**config.mk**
```make
export PLATFORM = sky130hd
export DESIGN_NAME = alu_pipe
export DESIGN_NICKNAME = d
export VERILOG_FILES = /design/src/rtl/alu_pipe.sv
export SDC_FILE = /design/constraint.sdc
export NUM_CORES = 1
export LEC_CHECK = 0
export CAP_MARGIN = 20
export CELL_PAD_IN_SITES_DETAIL_PLACEMENT = 0
export CELL_PAD_IN_SITES_GLOBAL_PLACEMENT = 1
export CORE_MARGIN = 4
export CORE_UTILIZATION = 43
export CTS_CLUSTER_DIAMETER = 40
export DETAILED_ROUTE_END_ITERATION = 8
export PLACE_DENSITY_LB_ADDON = 0.1
export SYNTH_ARGS = -nofsm -noshare
export SYNTH_HDL_FRONTEND = slang
export SYNTH_SLANG_ARGS = --single-unit
export TNS_END_PERCENT = 10
```
**constraint.sdc**
```tcl
create_clock -name clk -period 1.4 [get_ports clk]
set_input_delay 0.28 -clock clk [delete_from_list [all_inputs] [get_ports clk]]
set_output_delay 0.28 -clock clk [all_outputs]
set_load 0.005 [all_outputs]
```
**src/rtl/alu_pipe.sv**
```systemverilog
// rtl/alu_pipe.sv - registered EX-stage ALU with valid/ready issue and full flag set
// Optional iterative unsigned multiply on ctrl 100 is built only when ALU_MUL_EN is defined.
module alu_pipe #(
  parameter int WIDTH = 32,
  parameter int CW    = $clog2(WIDTH) + 1
) (
  input  logic             clk,
  input  logic             rst_n,
  input  logic             in_valid,
  output logic             in_ready,
  input  logic [WIDTH-1:0] data1,
  input  logic [WIDTH-1:0] data2,
  input  logic [2:0]       ctrl,
  input  logic             flush,
  output logic             out_valid,
  output logic [WIDTH-1:0] out,
  output logic             o_carry,
  output logic             o_zero,
  output logic             o_neg,
  output logic             o_ovf
);

  localparam int MSB = WIDTH - 1;

  localparam logic [2:0] OP_AND  = 3'b000;
  localparam logic [2:0] OP_OR   = 3'b001;
  localparam logic [2:0] OP_ADD  = 3'b010;
  localparam logic [2:0] OP_SLT  = 3'b011;
  localparam logic [2:0] OP_PASS = 3'b101;
  localparam logic [2:0] OP_SUB  = 3'b110;
  localparam logic [2:0] OP_XOR  = 3'b111;

  if (WIDTH < 4 || CW != $clog2(WIDTH) + 1) begin : g_bad_params
    $error("alu_pipe: WIDTH must be at least 4 and CW must keep its derived value");
  end

  logic [WIDTH:0]   sum;
  logic [WIDTH:0]   diff;
  logic [WIDTH-1:0] res_d;
  logic             carry_d;
  logic             ovf_d;
  logic             zero_d;
  logic             neg_d;
  logic             accept;
  logic             single_fire;

  logic [WIDTH-1:0] out_q;
  logic             carry_q;
  logic             zero_q;
  logic             neg_q;
  logic             ovf_q;
  logic             valid_q;

  assign accept = in_valid && in_ready;
  assign sum    = {1'b0, data1} + {1'b0, data2};
  assign diff   = {1'b0, data1} - {1'b0, data2};

  always_comb begin
    res_d   = '0;
    carry_d = 1'b0;
    ovf_d   = 1'b0;
    case (ctrl)
      OP_AND:  res_d = data1 & data2;
      OP_OR:   res_d = data1 | data2;
      OP_XOR:  res_d = data1 ^ data2;
      OP_ADD: begin
        res_d   = sum[WIDTH-1:0];
        carry_d = sum[WIDTH];
        ovf_d   = (data1[MSB] == data2[MSB]) && (sum[MSB] != data1[MSB]);
      end
      OP_SUB: begin
        // diff[WIDTH] is the borrow out of the unsigned subtraction
        res_d   = diff[WIDTH-1:0];
        carry_d = diff[WIDTH];
        ovf_d   = (data1[MSB] != data2[MSB]) && (diff[MSB] != data1[MSB]);
      end
      OP_SLT:  res_d = {{(WIDTH-1){1'b0}}, ($signed(data1) < $signed(data2))};
      OP_PASS: res_d = data1;
      default: res_d = data1;
    endcase
    zero_d = (res_d == '0);
    neg_d  = res_d[MSB];
  end

`ifdef ALU_MUL_EN
  localparam logic [2:0] OP_MUL = 3'b100;

  typedef enum logic {S_IDLE, S_BUSY} state_t;

  state_t             state_q;
  logic [CW-1:0]      cnt_q;
  logic [2*WIDTH-1:0] mcand_q;
  logic [WIDTH-1:0]   mplier_q;
  logic [2*WIDTH-1:0] acc_q;
  logic [2*WIDTH-1:0] acc_step;
  logic               last_step;

  assign in_ready    = (state_q == S_IDLE);
  assign single_fire = accept && !flush && (ctrl != OP_MUL);
  assign acc_step    = mplier_q[0] ? (acc_q + mcand_q) : acc_q;
  assign last_step   = (cnt_q == CW'(WIDTH - 1));
`else
  assign in_ready    = 1'b1;
  assign single_fire = accept && !flush;
`endif

  always_ff @(posedge clk or negedge rst_n) begin
    if (!rst_n) begin
      out_q    <= '0;
      carry_q  <= 1'b0;
      zero_q   <= 1'b0;
      neg_q    <= 1'b0;
      ovf_q    <= 1'b0;
      valid_q  <= 1'b0;
`ifdef ALU_MUL_EN
      state_q  <= S_IDLE;
      cnt_q    <= '0;
      mcand_q  <= '0;
      mplier_q <= '0;
      acc_q    <= '0;
`endif
    end else begin
      valid_q <= 1'b0;
      if (single_fire) begin
        out_q   <= res_d;
        carry_q <= carry_d;
        zero_q  <= zero_d;
        neg_q   <= neg_d;
        ovf_q   <= ovf_d;
        valid_q <= 1'b1;
      end
`ifdef ALU_MUL_EN
      // in_ready is low while busy, so single_fire never overlaps a multiply step
      if (state_q == S_BUSY) begin
        if (flush) begin
          state_q <= S_IDLE;
          cnt_q   <= '0;
        end else begin
          acc_q    <= acc_step;
          mcand_q  <= mcand_q << 1;
          mplier_q <= mplier_q >> 1;
          cnt_q    <= cnt_q + CW'(1);
          if (last_step) begin
            state_q <= S_IDLE;
            cnt_q   <= '0;
            out_q   <= acc_step[WIDTH-1:0];
            carry_q <= |acc_step[2*WIDTH-1:WIDTH];
            zero_q  <= (acc_step[WIDTH-1:0] == '0);
            neg_q   <= acc_step[MSB];
            ovf_q   <= 1'b0;
            valid_q <= 1'b1;
          end
        end
      end else if (accept && !flush && ctrl == OP_MUL) begin
        state_q  <= S_BUSY;
        cnt_q    <= '0;
        mcand_q  <= {{WIDTH{1'b0}}, data1};
        mplier_q <= data2;
        acc_q    <= '0;
      end
`endif
    end
  end

  assign out       = out_q;
  assign o_carry   = carry_q;
  assign o_zero    = zero_q;
  assign o_neg     = neg_q;
  assign o_ovf     = ovf_q;
  assign out_valid = valid_q;

endmodule

```
## Yosys cells after proc, flatten, opt, wreduce, memory -nomap -nowiden

Cells that the tools add are included.

| storage, ports and cells | value |
|---|---|
| output and inout bits | 38 |
| flip-flop bits (word level) | 37 |

| cells by class | value |
|---|---|
| reductions and logical operators | 6 |
| mux-type cells | 4 |
| add/sub/neg operators | 2 |
| $lt $le $gt $ge | 1 |
| equal/unequal tests | 9 |
| bitwise logic cells | 3 |

Operators with widths:

| cell | number |
|---|---|
| one-hot mux 32 bit (6 select lines) | 1 |
| adder 32 x 32 -> 33 bit | 1 |
| subtractor 32 x 32 -> 33 bit | 1 |
| bitwise AND 32 bit | 1 |
| logical NOT 32 bit | 1 |
| less-than comparator 32 bit | 1 |
| bitwise OR 32 bit | 1 |
| XOR 32 bit | 1 |
| equality test 3 x 2 -> 1 bit, second input constant | 2 |
| equality test 3 bit, second input constant | 2 |
| one-hot mux 1 bit (2 select lines) | 2 |
| equality test 3 x 1 -> 1 bit, second input constant | 1 |
| logical AND 1 bit | 3 |
| logical NOT 3 bit | 1 |
| != test 1 bit | 3 |
| equality test 1 bit | 1 |
| logical NOT 1 bit | 1 |
| 2-to-1 mux 1 bit | 1 |

## Logic depth before layout (Yosys ltp)

| logic depth | value |
|---|---|
| word-level depth | 4 |
| depth in mapped cells | 15 |
| depth with buffers taken out | 15 |

## Worst setup path before layout

No wires, ideal clock.

| timing path | value |
|---|---|
| kind | input port to flip-flop |
| from | in data1[0] |
| to | reg zero_q, in the netlist o_zero |
| path slack | -1919 ps |
| data required time | 1296 ps |
| arrival time | 3215 ps |
| stages on the path | 14 |
| cells stage by stage | ha_1 -> inv_1 -> fa_1 -> nand2b_1 -> a211oi_2 -> o211ai_1 -> o21ai_1 -> a21oi_1 -> a221oi_1 -> o22ai_1 -> or4b_1 -> nor4_1 -> nand4_1 -> o41ai_2 |

| between the ends | value |
|---|---|
| word-level cells in the longest chain between the ends | 3 |
| elaborated cells between the ends (all ways) | 8 |

Ends and longest elaborated chain:

| element | line | text |
|---|---|---|
| start, declared | 11 | `input logic [WIDTH-1:0] data1,` |
| subtractor 32 x 32 -> 33 bit, or another cell as far along | 56 | `assign diff = {1'b0, data1} - {1'b0, data2};` |
| one-hot mux 32 bit (6 select lines) (*) | 62 | `case (ctrl)` |
| logical NOT 32 bit (*) | 81 | `zero_d = (res_d == '0);` |
| end signal, assigned | 127 | `zero_q <= zero_d;` |
| end, declared | 49 | `logic zero_q;` |

Mark *: on every way between the ends. The rest lies on a longest branch, timed or not.
A chain may end at the register's enable or synchronous reset.

## Worst setup path in the final report

| timing path | value |
|---|---|
| from | in data2[1] |
| to | reg zero_q, in the netlist o_zero |

| between the ends | value |
|---|---|
| word-level cells in the longest chain between the ends | 3 |
| elaborated cells between the ends (all ways) | 8 |

Ends and longest elaborated chain:

| element | line | text |
|---|---|---|
| start, declared | 12 | `input logic [WIDTH-1:0] data2,` |
| subtractor 32 x 32 -> 33 bit, or another cell as far along | 56 |  |
| one-hot mux 32 bit (6 select lines) (*) | 62 |  |
| logical NOT 32 bit (*) | 81 |  |

Marks and branches as above.

==> reports/results.ini <==
[global_route]
grt_pass1_vias=10400
antenna_found_initial=0
grt_max_degree=54
use_met1_pct=42.9
gr-usage-met3_pct=4.14
top_usage_layer=met2
grtUsageTotal_pct=33.8
grt_pass1_wl_um=54000
grt-ovfl-total=0
use_met2_pct=58.2

[timing]
period_needed_ps=3340
worstMarginPinSlew_ps=514
finalSetupViolations=35
tns_ps=-39580
hold_viol=0
fin_crit_sh_pct=239
fmax_ghz=0.299
final_max_slew_viol_count=0
rsz0062_at_grt=yes
fin_skew_ps=0
final_critical_path_setup_slack_ps=-1940
relSlewSlack_pct=65.7

[run]
cap_violations=0

[layout]
area_growth_pct=79.6
n_antenna_cell=0
final_cells=1789
drive_gt1_share_pct=46.5
fill_cells=1194
layout.nets=1740
fin_util_pct=79.2

[yosys]
synthCells=1092
ys_top_cells_by_count=a21oi_1, nand2_1, nor2_1
synthDistinctLibCells=82
synth_xor_area_share_pct=1.90
synth_ff_type=dfrtp_1
ys_seq_elements=36
syn_nets=1264
synth_top_area_share_pct=16.8
synth_fa_ha_area_share_pct=17.4
synth_top_area_cell=ha_1
syn_avg_cell_area_um2=6.75
synthArstFlopShare_pct=100
syn_area_mm2=0.00737
synthMuxAreaShare_pct=1.88
synthSimpleGateAreaFrac_pct=22.5
synthTopCellsByArea=ha_1, dfrtp_1, a21oi_1
synth-compound-area-share_pct=34.9
ys_seq_area_share_pct=12.2
yosysWarnings=0
synth_edf_count=0
synth_top_family_by_area=compound AO/OA/AOI/OAI gates

[floorplan]
die_area_mm2=0.0193
start_util_pct=44.1
die_y_um=139
rows=47
die_w_um=139
io_pins=109
core_area_mm2=0.0167

[detailed_routing]
drt-initial-drc-count=1063
drt_first_pass_iters=6
drt-wirelength-per-cell_um=19.3
vias_per_cell=5.93
ant_nets=0
wl_um=34500
post-route-drc-count=0
vias=10600

[clock_network]
numCtsBuffers=5
cts_tree=done
cts_max_path_buffers=2
insertion_delay_ps=280
path_clk_slew_ps=60
numClockSinks=36
htreeDepth=2
root_buffer=clkbuf_16

[placement]
hpwl_um=26500
port_buffers=107
dpl.cell_count=1743
gp_congestion=1.04
place_ws_ps=-2830

[pwr]
power_w=0.00799
p_leak_nw=6.10
vdd_ir_drop_max_mv=0.622
power.density_mw_per_mm2=604

[critical_path]
worst_setup_path_start_kind=input pin
worstSetupPathType=input pin to flip-flop
critPathMaxFanout=4
reg2reg_setup_slack_ps=610
cp.required_ps=1580
arrival_ps=3530
end_kind=flip-flop

[worst_hold_path]
hp-class=input pin to async pin

[status]
outcome=complete, but fails checks
violations=setup timing

## through the flow
step | hold WS [ps] | area [µm²]
floorplan | -15.6 | 7400
global placement | 200 | 11400
detailed placement | 212 | 11400
CTS | 453 | 13000
global route | 486 | 13200
finish | 442 | 13200
## placed cells by master (no fill, tap or decap), types with 10 or more instances in the layout
cell type	synthesis	routed
ha_2	0	12
buf_6	1	32
o211ai_1	16	16
dfrtp_1	36	36
o21ai_0	64	45
a21oi_2	1	19
buf_4	2	403
xnor2_1	14	14
nand2_1	115	106
a31oi_1	19	12
nand3_1	18	18
a21o_1	11	11
o21ai_2	0	16
ha_1	99	54
inv_2	8	53
a211oi_1	29	11
nor2_1	114	105
o21ai_1	11	13
dlygate4sd2_1	0	57
o21bai_1	12	10
a211oi_2	1	15
nor2b_1	14	10
inv_1	89	40
clkdlybuf4s50_1	0	20
nand4_1	22	22
buf_2	11	12
o22ai_1	21	19
ha_4	0	33
a21oi_1	115	92
nor3_1	19	16
## path summary, 6_finish.rpt
kind	end	start	cells past startpoint
min in group clk	out[26]$_DFFE_PN0P_	out[26]$_DFFE_PN0P_	2
worst max-delay path	o_zero$_DFFE_PN0P_	data2[1]	17
worst max register to register	out[8]$_DFFE_PN0P_	out[8]$_DFFE_PN0P_	1
worst min register to register	out[26]$_DFFE_PN0P_	out[26]$_DFFE_PN0P_	2
worst min-delay path	o_ovf$_DFFE_PN0P_	rst_n	2
max in group asynchronous	out[15]$_DFFE_PN0P_	rst_n	3
## worst max-delay path: stages
cell and delay (ps):
buf_6 80, inv_2 40, buf_6 130, fa_2 360, nand2b_4 170, a211oi_4 240
o211ai_1 190, buf_4 200, buf_6 110, o21bai_4 170, a21oi_2 80, a221o_1 440
o21bai_1 220, or3_1 160, a21boi_1 60, o221a_2 300, o41ai_2 300
## sequential cells by signal (all words and copies together) (netlist names)
register / flops
out_valid: 1
out: 32
o_zero: 1
o_carry: 1
o_ovf: 1
## kinds of logic after synthesis
| group | Yosys count |
|---|---|
| xor gates and xnor gates | 16 |
| and+or+nand+nor | 360 |
| other | 1 |
| adders and majority gates | 101 |
| AOI/OAI and AO/OA | 393 |
| DFF | 36 |
| muxes | 13 |
| buffers and inverters | 172 |
## what timing repair did
| item | CTS | global route |
|---|---|---|
| hold endpoints to repair | 13 | 0 |
| setup endpoints to repair | 70 | 36 |
| gates resized for setup | 437 | 63 |
| buffers inserted | 39 | 3 |
| hold buffers | 1 | 0 |
| pin swaps | 82 | 35 |
## area by class of cell
| cell class | instances | area [µm²] | area share (%) |
|---|---|---|---|
| multi-input cells | 884 | 7150 | 54.0 |
| repair buffers | 543 | 4380 | 33.1 |
| flip-flops and latches | 36 | 901 | 6.81 |
| inverters | 98 | 378 | 2.86 |
| well taps | 220 | 275 | 2.08 |
| clock buffers | 8 | 146 | 1.11 |
## metal layers
| metal | vias to the layer above | share of wire, % |
|---|---|---|
| met5 | - | 0 |
| met4 | 0 | 4.8 |
| met3 | 134 | 7.8 |
| met2 | 579 | 47 |
| met1 | 4972 | 40 |
| li1 | 4918 | - |
## power breakdown
part,leakage (nW),switching [W],internal [W]
registers,0.450,0.0000924,0.00122
clock network,0.0712,0.000421,0.000710
logic,5.58,0.00279,0.00276
total,6.10,0.00330,0.00469
(Power assumes the default switching activity.)
